$ cat src/rtl/hazard_unit_pkg.sv
// rtl/hazard_unit_pkg.sv - shared constants and types for the pipeline hazard unit
package hazard_unit_pkg;

    localparam logic [1:0] FWD_RF  = 2'b00;
    localparam logic [1:0] FWD_WB  = 2'b01;
    localparam logic [1:0] FWD_MEM = 2'b10;

    localparam int unsigned CNT_W             = 4;
    localparam logic [3:0]  MEM_TIMEOUT_LIMIT = 4'd15;

    typedef enum logic {
        ST_IDLE = 1'b0,
        ST_WAIT = 1'b1
    } mem_state_e;

endpackage

$ cat src/rtl/hazard_fwd_sel.sv
// rtl/hazard_fwd_sel.sv - per-operand Execute-stage forward select
// Register 0 is hard-wired, so it never forwards; the younger M result beats W.
module hazard_fwd_sel
    import hazard_unit_pkg::*;
(
    input  logic [4:0] src,
    input  logic [4:0] writereg_m,
    input  logic [4:0] writereg_w,
    input  logic       regwrite_m,
    input  logic       regwrite_w,
    output logic [1:0] sel
);

    always_comb begin
        sel = FWD_RF;
        if ((src != 5'd0) && regwrite_m && (src == writereg_m)) begin
            sel = FWD_MEM;
        end else if ((src != 5'd0) && regwrite_w && (src == writereg_w)) begin
            sel = FWD_WB;
        end
    end

endmodule

$ cat src/rtl/hazard_unit.sv
// rtl/hazard_unit.sv - stall/flush/forward control with a memory-wait FSM
// M/W shadow state tracks the in-flight writers; WAIT freezes F..M while memory is busy.
module hazard_unit
    import hazard_unit_pkg::*;
(
    input  logic       clk,
    input  logic       reset,
    input  logic [4:0] rsD,
    input  logic [4:0] rtD,
    input  logic [4:0] rsE,
    input  logic [4:0] rtE,
    input  logic [4:0] writeregE,
    input  logic       branchD,
    input  logic       regwriteE,
    input  logic       memtoregE,
    input  logic       memwriteE,
    input  logic       mem_ready,
    output logic       stallF,
    output logic       stallD,
    output logic       stallE,
    output logic       stallM,
    output logic       flushE,
    output logic       flushW,
    output logic       forwardAD,
    output logic       forwardBD,
    output logic [1:0] forwardAE,
    output logic [1:0] forwardBE,
    output logic       mem_timeout
);

    mem_state_e       state_q, state_d;
    logic [4:0]       writereg_m_q, writereg_m_d;
    logic [4:0]       writereg_w_q, writereg_w_d;
    logic             regwrite_m_q, regwrite_m_d;
    logic             memtoreg_m_q, memtoreg_m_d;
    logic             memaccess_m_q, memaccess_m_d;
    logic             regwrite_w_q, regwrite_w_d;
    logic [CNT_W-1:0] wait_cnt_q, wait_cnt_d;
    logic             mem_timeout_q, mem_timeout_d;
    logic             in_wait;
    logic             lwstall;
    logic             branchstall;

    always_ff @(posedge clk) begin
        if (reset) begin
            state_q <= ST_IDLE;
        end else begin
            state_q <= state_d;
        end
    end

    always_comb begin
        state_d = state_q;
        case (state_q)
            ST_IDLE: if (memaccess_m_q && !mem_ready) state_d = ST_WAIT;
            ST_WAIT: if (mem_ready) state_d = ST_IDLE;
            default: state_d = ST_IDLE;
        endcase
    end

    assign in_wait = (state_q == ST_WAIT);

    always_comb begin
        writereg_m_d  = writereg_m_q;
        regwrite_m_d  = regwrite_m_q;
        memtoreg_m_d  = memtoreg_m_q;
        memaccess_m_d = memaccess_m_q;
        writereg_w_d  = writereg_m_q;
        regwrite_w_d  = regwrite_m_q;
        if (in_wait) begin
            regwrite_w_d = 1'b0;
        end else begin
            writereg_m_d  = writeregE;
            regwrite_m_d  = regwriteE;
            memtoreg_m_d  = memtoregE;
            memaccess_m_d = memtoregE | memwriteE;
        end
    end

    // Counter only advances while WAIT persists, so a completing cycle never trips the timeout.
    always_comb begin
        wait_cnt_d = '0;
        if (in_wait && (state_d == ST_WAIT)) begin
            wait_cnt_d = (wait_cnt_q == '1) ? wait_cnt_q : wait_cnt_q + 1'b1;
        end
        mem_timeout_d = mem_timeout_q | (wait_cnt_d == MEM_TIMEOUT_LIMIT);
    end

    always_ff @(posedge clk) begin
        if (reset) begin
            writereg_m_q  <= '0;
            regwrite_m_q  <= 1'b0;
            memtoreg_m_q  <= 1'b0;
            memaccess_m_q <= 1'b0;
            writereg_w_q  <= '0;
            regwrite_w_q  <= 1'b0;
            wait_cnt_q    <= '0;
            mem_timeout_q <= 1'b0;
        end else begin
            writereg_m_q  <= writereg_m_d;
            regwrite_m_q  <= regwrite_m_d;
            memtoreg_m_q  <= memtoreg_m_d;
            memaccess_m_q <= memaccess_m_d;
            writereg_w_q  <= writereg_w_d;
            regwrite_w_q  <= regwrite_w_d;
            wait_cnt_q    <= wait_cnt_d;
            mem_timeout_q <= mem_timeout_d;
        end
    end

    hazard_fwd_sel u_fwd_a (
        .src        (rsE),
        .writereg_m (writereg_m_q),
        .writereg_w (writereg_w_q),
        .regwrite_m (regwrite_m_q),
        .regwrite_w (regwrite_w_q),
        .sel        (forwardAE)
    );

    hazard_fwd_sel u_fwd_b (
        .src        (rtE),
        .writereg_m (writereg_m_q),
        .writereg_w (writereg_w_q),
        .regwrite_m (regwrite_m_q),
        .regwrite_w (regwrite_w_q),
        .sel        (forwardBE)
    );

    assign forwardAD = (rsD != 5'd0) && regwrite_m_q && (rsD == writereg_m_q);
    assign forwardBD = (rtD != 5'd0) && regwrite_m_q && (rtD == writereg_m_q);

    assign lwstall     = memtoregE && ((rtE == rsD) || (rtE == rtD));
    assign branchstall = branchD &&
                         ((regwriteE && ((writeregE == rsD) || (writeregE == rtD))) ||
                          (memtoreg_m_q && ((writereg_m_q == rsD) || (writereg_m_q == rtD))));

    always_comb begin
        stallF = 1'b0;
        stallD = 1'b0;
        stallE = 1'b0;
        stallM = 1'b0;
        flushE = 1'b0;
        flushW = 1'b0;
        if (in_wait) begin
            stallF = 1'b1;
            stallD = 1'b1;
            stallE = 1'b1;
            stallM = 1'b1;
            flushW = 1'b1;
        end else begin
            stallF = lwstall | branchstall;
            stallD = lwstall | branchstall;
            flushE = lwstall | branchstall;
        end
    end

    assign mem_timeout = mem_timeout_q;

endmodule
$ cat config.mk
export PLATFORM = sky130hd
export DESIGN_NAME = hazard_unit
export DESIGN_NICKNAME = d
export VERILOG_FILES = /design/src/rtl/hazard_unit_pkg.sv /design/src/rtl/hazard_fwd_sel.sv /design/src/rtl/hazard_unit.sv
export SDC_FILE = /design/constraint.sdc
export NUM_CORES = 1
export LEC_CHECK = 0
export CORE_ASPECT_RATIO = 2
export CORE_UTILIZATION = 51
export CTS_CLUSTER_DIAMETER = 80
export DETAILED_ROUTE_END_ITERATION = 7
export HOLD_SLACK_MARGIN = 0.12
export PLACE_DENSITY = 0.87
export SETUP_SLACK_MARGIN = 0.05
export SLEW_MARGIN = 15
export SYNTH_ARGS = -nofsm -noshare
export SYNTH_HDL_FRONTEND = slang
export SYNTH_SLANG_ARGS = --single-unit
$ cat constraint.sdc
create_clock -name clk -period 4.8 [get_ports clk]
set_input_delay 0.96 -clock clk [delete_from_list [all_inputs] [get_ports clk]]
set_output_delay 0.96 -clock clk [all_outputs]
set_load 0.02 [all_outputs]
==> results of run 1 <==
## where the power goes
group / switching, µW / total (µW) / internal [µW] / leakage, µW
Combinational: 52.7 / 116 / 63.5 / 0.000470
Sequential: 13.4 / 187 / 173 / 0.000164
Clock: 49.6 / 122 / 72.8 / 0.0000288
## flip-flops by register name (all words and copies together), names as in the netlist
signal and flops:
in_wait 1, mem_timeout 1, memaccess_m_q 1, memtoreg_m_q 1, regwrite_m_q 1, regwrite_w_q 1, wait_cnt_q 4, writereg_m_q 5
writereg_w_q 5
## area by class of cell
| type | instances | area (µm²) |
|---|---|---|
| multi-input combinational | 141 | 987 |
| tap | 29 | 36.3 |
| inverter | 1 | 3.75 |
| timing repair buffer | 44 | 440 |
| fill | 220 | 847 |
| sequential | 20 | 400 |
| clock buffer | 4 | 55.1 |
## worst min path at each step
stage                                          from                        end  slack (ps)  cells past startpoint
after floorplan           memtoreg_m_q$_SDFFE_PP0N_  memtoreg_m_q$_SDFFE_PP0N_         450                      2
after global placement       mem_timeout$_SDFF_PP0_     mem_timeout$_SDFF_PP0_         440                      2
after detailed placement     mem_timeout$_SDFF_PP0_     mem_timeout$_SDFF_PP0_         460                      2
after CTS                    mem_timeout$_SDFF_PP0_     mem_timeout$_SDFF_PP0_         480                      2
after global routing         mem_timeout$_SDFF_PP0_     mem_timeout$_SDFF_PP0_         490                      2
final                        mem_timeout$_SDFF_PP0_     mem_timeout$_SDFF_PP0_         470                      2
## layout by cell type, fill, tap and decap left out, drive strengths merged, types with 4 or more instances in the layout
cell / Yosys / layout
nor3: 6 / 6
mux2i: 7 / 7
or4: 4 / 4
nor4: 4 / 4
clkdlybuf4s50: 0 / 44
nand2: 11 / 11
a21oi: 4 / 4
nand3: 4 / 4
nor2: 19 / 19
dfxtp: 20 / 20
xnor2: 38 / 38
nand4: 6 / 6
xor2: 14 / 14
nor2b: 5 / 5
clkbuf: 3 / 4
## per-layer routing
metal	up-vias	GRT usage, %
li1	658	-
met1	645	26.1
met2	42	51.0
met3	14	3.91
met4	0	17.0
met5	-	0
## worst reg2reg max path, stage by stage, from the launching register on
cell,delay (ps)
sky130_fd_sc_hd__dfxtp_1,750
sky130_fd_sc_hd__nand2b_1,200
sky130_fd_sc_hd__or2_1,300
sky130_fd_sc_hd__or3b_1,370
sky130_fd_sc_hd__o32ai_1,230
## through the flow
stage / total power, µW / std cells / hold WS [ps] / cell area, µm²
floorplan: 258 / 179 / 449 / 1510
global placement: 299 / 235 / 443 / 1870
detailed placement: 305 / 235 / 462 / 1870
CTS: 426 / 239 / 477 / 1920
global route: 442 / 239 / 492 / 1920
finish: 425 / 239 / 473 / 1920
## kinds of logic (layout without fill, tap and decap cells)
kind of cell             count (synthesis)  after routing
AO/OA/AOI/OAI                           12             12
XOR/XNOR                                52             52
adder cells (fa/ha/maj)                  1              1
buffers and inverters                   18             49
flip-flops                              20             20
multiplexers                             7              7
AND/OR/NAND/NOR                         69             69
==> run summary, run 1 <==
Cells fill 69.4% of the core in the end. The final worst-path cycle share was 86.9%. The final route contains 1359 vias. After synthesis the netlist holds a flip-flop and latch count of 20. From left edge to right edge, the die measures 40.4 µm. The run finished with clean final reports. Root cell of the clock tree: sky130_fd_sc_hd__clkbuf_8. The run gives 28.1% as the aggregate global-route resource usage. For the count of maximum capacitance violations, the log shows 0. The logs give 1 for the maximum level of the CTS H-tree and 1400 µm for the wire length on met1. The die footprint was 3190 µm². The run gives 45 as the number of top-level design ports. The critical path endpoint category is an output pin. The arrival time at the worst endpoint is 3210 ps, and the total power density per cell area is 221 nW/µm². The endpoint identified for the worst register-to-register timing path is mem_timeout$_SDFF_PP0_.

After Yosys synthesis, and, or, nand and nor cells account for 25.2% of the synthesized area. The tools report the maximum number of pins on one net before global-route repair as 19. After clock tree synthesis, the flow added hold-fix buffers numbering 0. The tools report the startpoint of the lowest-slack register-to-register path as in_wait$_SDFF_PP0_. After synthesis, the share of cell area in mux cells is 4.65%. The tools report the distinct cell type count of the synthesized netlist as 33.

The min-delay analysis places its worst path in the category reg2reg. The number of slew-limit violations in the final report came out at 0. STA classifies the critical path startpoint as an input pin. The worst setup path is of the in2out kind. Yosys attributes the largest share of cell area to sky130_fd_sc_hd__dfxtp_1, sky130_fd_sc_hd__xnor2_1, sky130_fd_sc_hd__xor2_1. The logs give 3960 µm for the total wirelength of the detailed-routed design and 212 for the net count after synthesis.

The run gives 0 as the number of antenna violations at the first check in global routing. The kind of cell adding the most delay to the critical path is buffers and inverters. By area, the combinational part of the netlist is dominated by XOR/XNOR gates.

No sink is reached through more buffers than the 2 on the longest clock path. Setup repair after global routing left no endpoint under its margin. After detailed routing, the number of remaining DRC violations is 0.

The number of port buffers works out to 44. After clock tree synthesis, the repair step resized 0 gates. For this run, the detailed router's first-pass iteration total came to 4. The number of warning messages in the yosys log came out at 0. The slowest stage of the critical path belongs to the cell sky130_fd_sc_hd__clkdlybuf4s50_1. The final antenna-violating net count is 0, and the number of flops mapped to enable cells by yosys is 0. The run gives 0 as the count of final hold-check violations. Summed over all instances, the cell type with the most area after synthesis is sky130_fd_sc_hd__dfxtp_1.

For the pin with the worst max-slew slack, the measured transition is 660 ps. Tracing the worst setup path back leads to its startpoint at rsE[0]. OpenSTA, run right after detailed placement, puts the worst setup slack at 623 ps.

Summing the areas of all compound-gate instances in the mapped netlist gives 4.65% of the synthesized area. The number of post-CTS setup repair buffers came out at 0. The end point of the critical path is forwardAE[0]. After synthesis, the mean cell area works out to 8.42 µm².

For the diode insertion count for antenna repair, the log shows 0. Once the floorplan was initialized, standard cells occupied 54.4% of the core. The total negative slack was 0 ps; the share of the synthesized area in the top cell type was 26.6%. The critical path runs through a total of 6 cells. The net count of the finished layout is 244.

The HPWL after detailed placement is 3150 µm. Measured in cells, the most critical reg-to-reg path has a length of 4. The detailed router used layers up to and including met4.

The die is 78.9 µm tall. The first global-routing pass estimated 6320 µm of wire. The post-synthesis cell count is 179.

The clock net in this run drives a total of 20 sinks. After detailed routing, the average wire length per cell comes to 16.6 µm. The mapped cell area came out at 1510 µm².

The share of the Yosys chip area taken by registers is 26.6%. Dividing the detail-routed via count by the number of cells gives 5.69. Clock-pin slew was measured on the worst setup and hold paths at 70 ps.

Ranked by instance count, the synthesized netlist is headed by sky130_fd_sc_hd__xnor2_1, sky130_fd_sc_hd__dfxtp_1, sky130_fd_sc_hd__nor2_1. Minimum setup slack in the final design: 629 ps. The run gives 3840 ps as the required time of the critical path. The number of buffers and inverters on the critical path is 2. Counting the buffers created by CTS gives 3.

Subtracting the final worst setup slack from the clock period gives 4170 ps. The floorplan has 27 rows. Number of endpoints failing setup at the final stage: 0. The setup check on the worst reg-to-reg path leaves a slack of 2870 ps. The largest single stage delay on the critical path is 660 ps.

Core footprint: 2770 µm². The static leakage is 0.000663 µW. The worst clock skew was 1.63 ps; the sum of met3 wire segment lengths after detailed routing was 84 µm. The run gives 2370 µm as the total length of routed met2 wires. For this run, the top clock speed supported by timing is 0.240 GHz. After Yosys synthesis, full adders, half adders and majority gates account for 0.831% of the synthesized area.

In this run the worst path has a maximum fanout of 3. The tools report the worst slew slack as a fraction of its limit as 55.9%. The overall overflow remaining after global route is 0.

Initial DRC count: 38. The critical path goes through clkdlybuf4s50_1 -> or4_1 -> nor2_1 -> nor4_1 -> nor4_1 -> clkdlybuf4s50_1. By instance count, the leading cell after synthesis is sky130_fd_sc_hd__xnor2_1. After synthesis, the share of flip-flops with an asynchronous set or reset is 0%.

TritonCTS built the clock tree. The fraction of synthesized cell area in xor and xnor cells works out to 30.2%. The tools report the via count of the first global-routing pass as 1435. The area growth from synthesis to layout is 27.7%. Clock latency on the worst-skew pair, taken at its later pin, is 250 ps. IR analysis of the VDD net gives a maximum drop of 236 µV. For this run, the leading register cell type out of synthesis is sky130_fd_sc_hd__dfxtp_1.

The routability-driven placement congestion ratio is 0.858, and the share of post-route cells with drive strength above 1 is 3.81%.
(Power assumes the default switching activity.)
==> run 2, diff against run 1 <==
Settings changed: HOLD_SLACK_MARGIN 0.12 to 0.1, SLEW_MARGIN 15 to unset.
==> results of run 2 <==
The final DEF is identical to that of run 1; final timing and power are the same.
==> run 3, diff against run 2 <==
Settings changed: CORE_MARGIN set to 2.
==> run 3 against run 2 <==
Against the previous run: sequential share of layout area decreased by 0.081 points; first-iteration DRC count fell by 42%; flip-flop and latch count did not move; core utilization up 0.27 points; highest routed layer unchanged; count of clock-buffer cells in the layout unchanged; clock skew hardly changed; sequential power about the same; power about the same.
==> run summary, run 3 (synthesized netlist as in run 1, its figures left out) <==
The die width is 42.4 µm (+4.9%). The root cell of the clock tree was sky130_fd_sc_hd__clkbuf_8. The overall power after layout was 425 µW (about the same).

The leading cell type in the layout, fill and taps excluded is sky130_fd_sc_hd__clkdlybuf4s50_1. The overall overflow remaining after global route is 0 (unchanged). The total power density per cell area was 220 nW/µm² (-0.47%). For the fill cell total of the finished layout, the log shows 216 (-1.8%).

The top cell types in the final layout, fill and taps aside, are sky130_fd_sc_hd__clkdlybuf4s50_1, sky130_fd_sc_hd__xnor2_1, sky130_fd_sc_hd__dfxtp_1. The number of vias per cell is 5.75 (+1.1%). The slew at the pin closest to its max-slew limit was 657 ps (-2.80 ps).

The achievable frequency was 0.243 GHz (+1.2%). For the quantity of hold-fixing buffers added after cts, the log shows 0 (unchanged). The share of post-route cells with drive strength above 1 was 4.27% (+0.46 points); the count of maximum capacitance violations was 0 (unchanged). The run gives 2770 µm² (unchanged) as the core footprint. The diode insertion count for antenna repair is 0 (unchanged), and the static leakage is 0.000668 µW (+0.72%). The vertical die dimension came out at 80.9 µm (+2.5%). The required time of the critical path was 3840 ps (about the same). The flow ran to the end, and the final reports show no timing, DRC or antenna violations. The run gives 56.1% (+0.19 points) as the worst slew slack as a fraction of its limit. Setup repair after global routing left no endpoint under its margin. STA classifies the critical path endpoint as an output pin.

The logs give 223 µV (-5.8%) for the largest vdd supply drop and 1880 µm² (+0.40%) for the cell area after placement. The total negative slack is 0 ps (unchanged). The number of antenna violations at the first check in global routing is 0 (unchanged).

The biggest fanout along the worst timing path was 5 (+2); the routability-driven placement congestion ratio was 0.889 (+3.6%). TritonCTS built the clock tree. The routed wire length per instance is 16.3 µm (-1.8%), and the area growth from synthesis to layout is 28.2%. Aggregate global-route resource usage: 24.0% (-4.1 points). The worst hold path class was reg2reg. The worst-skew pair later-pin latency is 250 ps (about the same), and the maximum level of the CTS H-tree is 1 (unchanged). The clock transition at the register clock pins on the worst setup and hold paths after CTS is 70 ps (about the same). Site row count: 27 (unchanged). The initial DRC count is 22 (-42%), and the number of optimization iterations in the first detailed-route pass is 6 (+2). For the count of final hold-check violations, the log shows 0 (unchanged). For the number of post-CTS setup repair buffers, the log shows 0 (unchanged). The number of buffers on the longest clock path is 2 (unchanged), and the number of top-level design ports is 45 (unchanged). The number of endpoints failing setup at the final stage came out at 0 (unchanged). For the arrival time at the worst endpoint, the log shows 3160 ps (-50 ps). Worst clock skew: 1.52 ps (-0.114 ps). Clock sink total: 20 (unchanged). Sequential cell area: 400 µm² (unchanged). Number of gates given a new drive strength after cts: 0 (unchanged). The run gives 1930 µm² (+0.39%) as the final instance area.

The die footprint was 3430 µm² (+7.6%); the maximum number of pins on one net before global-route repair was 19 (unchanged). The number of DRC violations after detailed routing is 0 (unchanged). The tools report the area occupied by multi-input gates as 987 µm² (unchanged).

The initial core utilization is 54.4% (unchanged), and the post-detailed-placement half-perimeter wirelength is 3230 µm (+2.4%). By startpoint and endpoint, the worst setup path is classified as in2out. The largest registers in the layout are writereg_m_q: 5 flops, writereg_w_q: 5 flops, wait_cnt_q: 4 flops. The clock period minus worst slack is 4120 ps (-48.3 ps), and the final worst-path cycle share is 85.9% (-1.0 points). Final antenna-violating net count: 0 (unchanged). Final core utilization: 69.7% (+0.27 points). The tools report the total wirelength of the detailed-routed design as 3900 µm (-1.4%). STA classifies the critical path startpoint as an input pin.

The number of CTS-inserted buffers is 3 (unchanged), and the number of port buffers is 44 (unchanged). The tools report the final layout net count as 245 (+0.41%). The number of slew-limit violations in the final report came out at 0 (unchanged). The tools report the reg2reg setup slack as 2840 ps (-30 ps). The tools report the global-route wire length before repair as 6260 µm (-0.98%). For the via count of the first global-routing pass, the log shows 1403 (-2.2%). The run gives 1380 (+1.5%) as the count of vias placed by the detailed router.
==> run 3: cell count changes in the layout (fill, tap and decap cells not counted), sizes merged <==
| cell | previous run | this run |
|---|---|---|
| buf | 0 | 1 |
==> run 3: per-layer routing <==
metal | GRT usage, % | routed length (µm) | share of wire (%) | vias up
met2 | 48.8 | 2250 | 58 | 54
li1 | - | - | - | 660
met5 | 0 | 0 | 0 | -
met4 | 15.6 | 172 | 4.4 | 0
met1 | 20.7 | 1320 | 34 | 645
met3 | 2.89 | 164 | 4.2 | 21
==> run 3: report_power, final <==
group / switching, µW / internal, µW / total, µW
Combinational: 51.3 / 64.1 / 115
Sequential: 13.6 / 173 / 187
Clock: 49.8 / 72.9 / 123
Total: 115 / 310 / 425
==> run 3: layout make-up <==
cell class / instances / area share, %
Clock buffer: 4 / 2.85
Inverter: 1 / 0.194
Multi-Input combinational cell: 141 / 51.1
Sequential cell: 20 / 20.7
Tap cell: 29 / 1.88
Timing Repair Buffer: 45 / 23.2
==> run 3: path summary, 6_finish.rpt <==
kind,start,to,cells after the start
max,rtE[3],forwardBE[0],6
min,mem_timeout$_SDFF_PP0_,mem_timeout$_SDFF_PP0_,2
max reg2reg,in_wait$_SDFF_PP0_,mem_timeout$_SDFF_PP0_,4
min reg2reg,mem_timeout$_SDFF_PP0_,mem_timeout$_SDFF_PP0_,2
==> run 3: worst max-delay path, cell delays in order <==
cell and delay (ps):
sky130_fd_sc_hd__clkdlybuf4s50_1 570, sky130_fd_sc_hd__or4_4 560, sky130_fd_sc_hd__nor2_4 120, sky130_fd_sc_hd__nor4_2 70
sky130_fd_sc_hd__nor4_2 250, sky130_fd_sc_hd__clkdlybuf4s50_1 640
==> run 3: stage by stage <==
step	setup WS (ps)	cells	hold WS (ps)
global placement	732	236	443
floorplan	1370	179	449
finish	678	240	467
global route	528	240	496
CTS	672	240	466
detailed placement	671	236	451
==> RTL change: new RTL, flow settings as in run 3 <==
Register the output `mem_timeout` once more; this adds one clock of latency there. The other outputs are not delayed to match.
--- a/src/rtl/hazard_unit.sv
+++ b/src/rtl/hazard_unit.sv
@@ -156,3 +156,5 @@
 
-    assign mem_timeout = mem_timeout_q;
+    always_ff @(posedge clk) begin
+        mem_timeout <= mem_timeout_q;
+    end
 
Behaviour: no difference found for any inputs over 10 cycles, from zero or initial values and one cycle with reset high; that may be too few to reach the edited logic, so the function may still have changed.
==> RTL change against run 3 <==
Cell area fell by 0.78%; power fell by 2.0%; synthesized cell count fell by 3.4%; routed wire length fell by 3.6%; final cell count fell by 2.1%; synthesized area fell by 0.91%; count of clock-buffer cells in the layout fell by 1; critical path type unchanged; non-clock buffer count did not move; fmax fell by 1.2%; sequential cell count rose by 1; setup slack got worse by 50 ps.
==> RTL change: results (changes against run 3) <==
stage,metric,value,unit,change
power_and_ir_drop,p_leak,0.672,nW,+0.60%
critical_path,cp_slowest_cell,clkdlybuf4s50_1,,
critical_path,cp_max_fo,3,,-2
logic_synthesis,synthTopCellsByCount,"38 x xnor2_1, 21 x dfxtp_1, 17 x nor2_1, 13 x xor2_1, 12 x nand2_1",,
route,wl,3.76,mm,-3.6%
clock_tree,clock_latency,250,ps,about the same
place,place_congestion,0.891,,+0.18%
logic_synthesis,postSynthCellCount,173,,-3.4%
route,drt-initial-drc-count,21,,-4.5%
critical_path,reg2regPathDepth,3,,-1
logic_synthesis,synth_flop_cell,dfxtp_1,,
run_status,outcome,finished clean,,
logic_synthesis,synthArstFlopShare,0,%,unchanged
timing,fin_skew,4.72,ps,+3.20 ps
power_and_ir_drop,vdd_ir_drop_max,0.199,mV,-11%
cells_and_area,reg_top3,"writereg_m_q (5), writereg_w_q (5), wait_cnt_q (4)",,
logic_synthesis,yosysSeqAreaShare,28.2,%,+1.6 points
route,vias,1301,,-5.7%
logic_synthesis,synth_edf_count,0,,unchanged
logic_synthesis,yosys_warnings,0,,unchanged
power_and_ir_drop,comb_power_share,27.2,%,about the same
logic_synthesis,syn_nets,206,,-2.8%
global_route,antenna_found_initial,0,,unchanged
clock_tree,clockBufferDepth,2,,unchanged
min_path,holdPathStages,0,,-2
global_route,grt_max_degree,19,,unchanged
cells_and_area,fill_cells,242,,+12%
clock_tree,root_buffer,clkbuf_8,,
clock_tree,cts_resized,0,,unchanged
cells_and_area,n_antenna_cell,0,,unchanged
cells_and_area,nets,240,,-2.0%
critical_path,max_stage_delay,700,ps,+60 ps
power_and_ir_drop,seq_power_share,46.8,%,+2.8 points
critical_path,cp_top_family,buffers and inverters,,
place,dp_cells,231,,-2.1%
route,drtPass1Iterations,4,,-2
cells_and_area,layout-drive-gt1-share,4.37,%,+0.10 points
global_route,grt_pass1_vias,1402,,-0.071%
clock_tree,htreeDepth,1,,unchanged
global_route,grt_pass1_wl,6.35,mm,+1.5%
critical_path,rrSetupSlack,3240,ps,+400 ps
logic_synthesis,ys_types,35,,+6.1%
place,portBuffers,44,,unchanged
power_and_ir_drop,switching_power,0.000114,W,-1.0%
clock_tree,cts_buffers,3,,unchanged
route,vias_per_cell,5.54,,-3.7%
place,hpwl,3.09,mm,-4.3%
global_route,grt_usage,23.9,%,-0.12 points
logic_synthesis,netlist.area_leader.share,28.2,%,+1.6 points
timing,slew_headroom,52.3,%,-3.8 points
min_path,min_path_type,reg2reg,,
critical_path,worstPathArrival,3210,ps,+50 ps
logic_synthesis,synthTopCellsByArea,"dfxtp_1 28%, xnor2_1 22%, xor2_1 7.6%",,
clock_tree,postCtsSetupBuffers,0,,unchanged
logic_synthesis,synth_most_common_cell,xnor2_1,,
RTL change: stage by stage:
| step | power [W] | hold WS, ps | instance area [µm²] | setup WS (ps) | util [%] |
|---|---|---|---|---|---|
| after floorplan | 0.000265 | 332 | 1490 | 1370 | - |
| after global placement | 0.000308 | 342 | 1870 | 702 | 67.5 |
| after detailed placement | 0.000312 | 349 | 1870 | 615 | 67.5 |
| after CTS | 0.000420 | 360 | 1920 | 630 | 69.2 |
| after global routing | 0.000437 | 364 | 1920 | 492 | 69.2 |
| final | 0.000416 | 360 | 1920 | 627 | 69.2 |
RTL change: logic make-up after synthesis:
kind of cell	count (synthesis)	synth area share, %
AND/OR/NAND/NOR	63	23.2
flip-flops	21	28.2
XOR/XNOR	51	29.9
adder cells (fa/ha/maj)	1	0.838
AO/OA/AOI/OAI	13	5.70
multiplexers	7	4.69
buffers and inverters	17	7.46
RTL change: routing by layer:
metal  vias up  routed length, µm  GRT usage, %  share of wire, %
met2        38               2120          45.5                56
met3        13                116          1.57               3.1
li1        643                  -             -                 -
met5         -                  0             0                 0
met4         0                167          13.4               4.4
met1       607               1360          24.7                36
RTL change: final timing paths:
check                                 from                  endpoint
setup / recovery                    rsE[0]              forwardAE[0]
hold / removal    mem_timeout_q$_SDFF_PP0_       mem_timeout$_DFF_P_
setup reg to reg        in_wait$_SDFF_PP0_  mem_timeout_q$_SDFF_PP0_
hold reg to reg   mem_timeout_q$_SDFF_PP0_       mem_timeout$_DFF_P_
RTL change: cell type report:
class	instances	share of cell area (%)
multi-input cells	135	50.2
repair buffers	45	23.4
flip-flops and latches	21	21.9
clock buffers	3	2.16
well taps	29	1.89
clock inverters	1	0.261
inverters	1	0.196
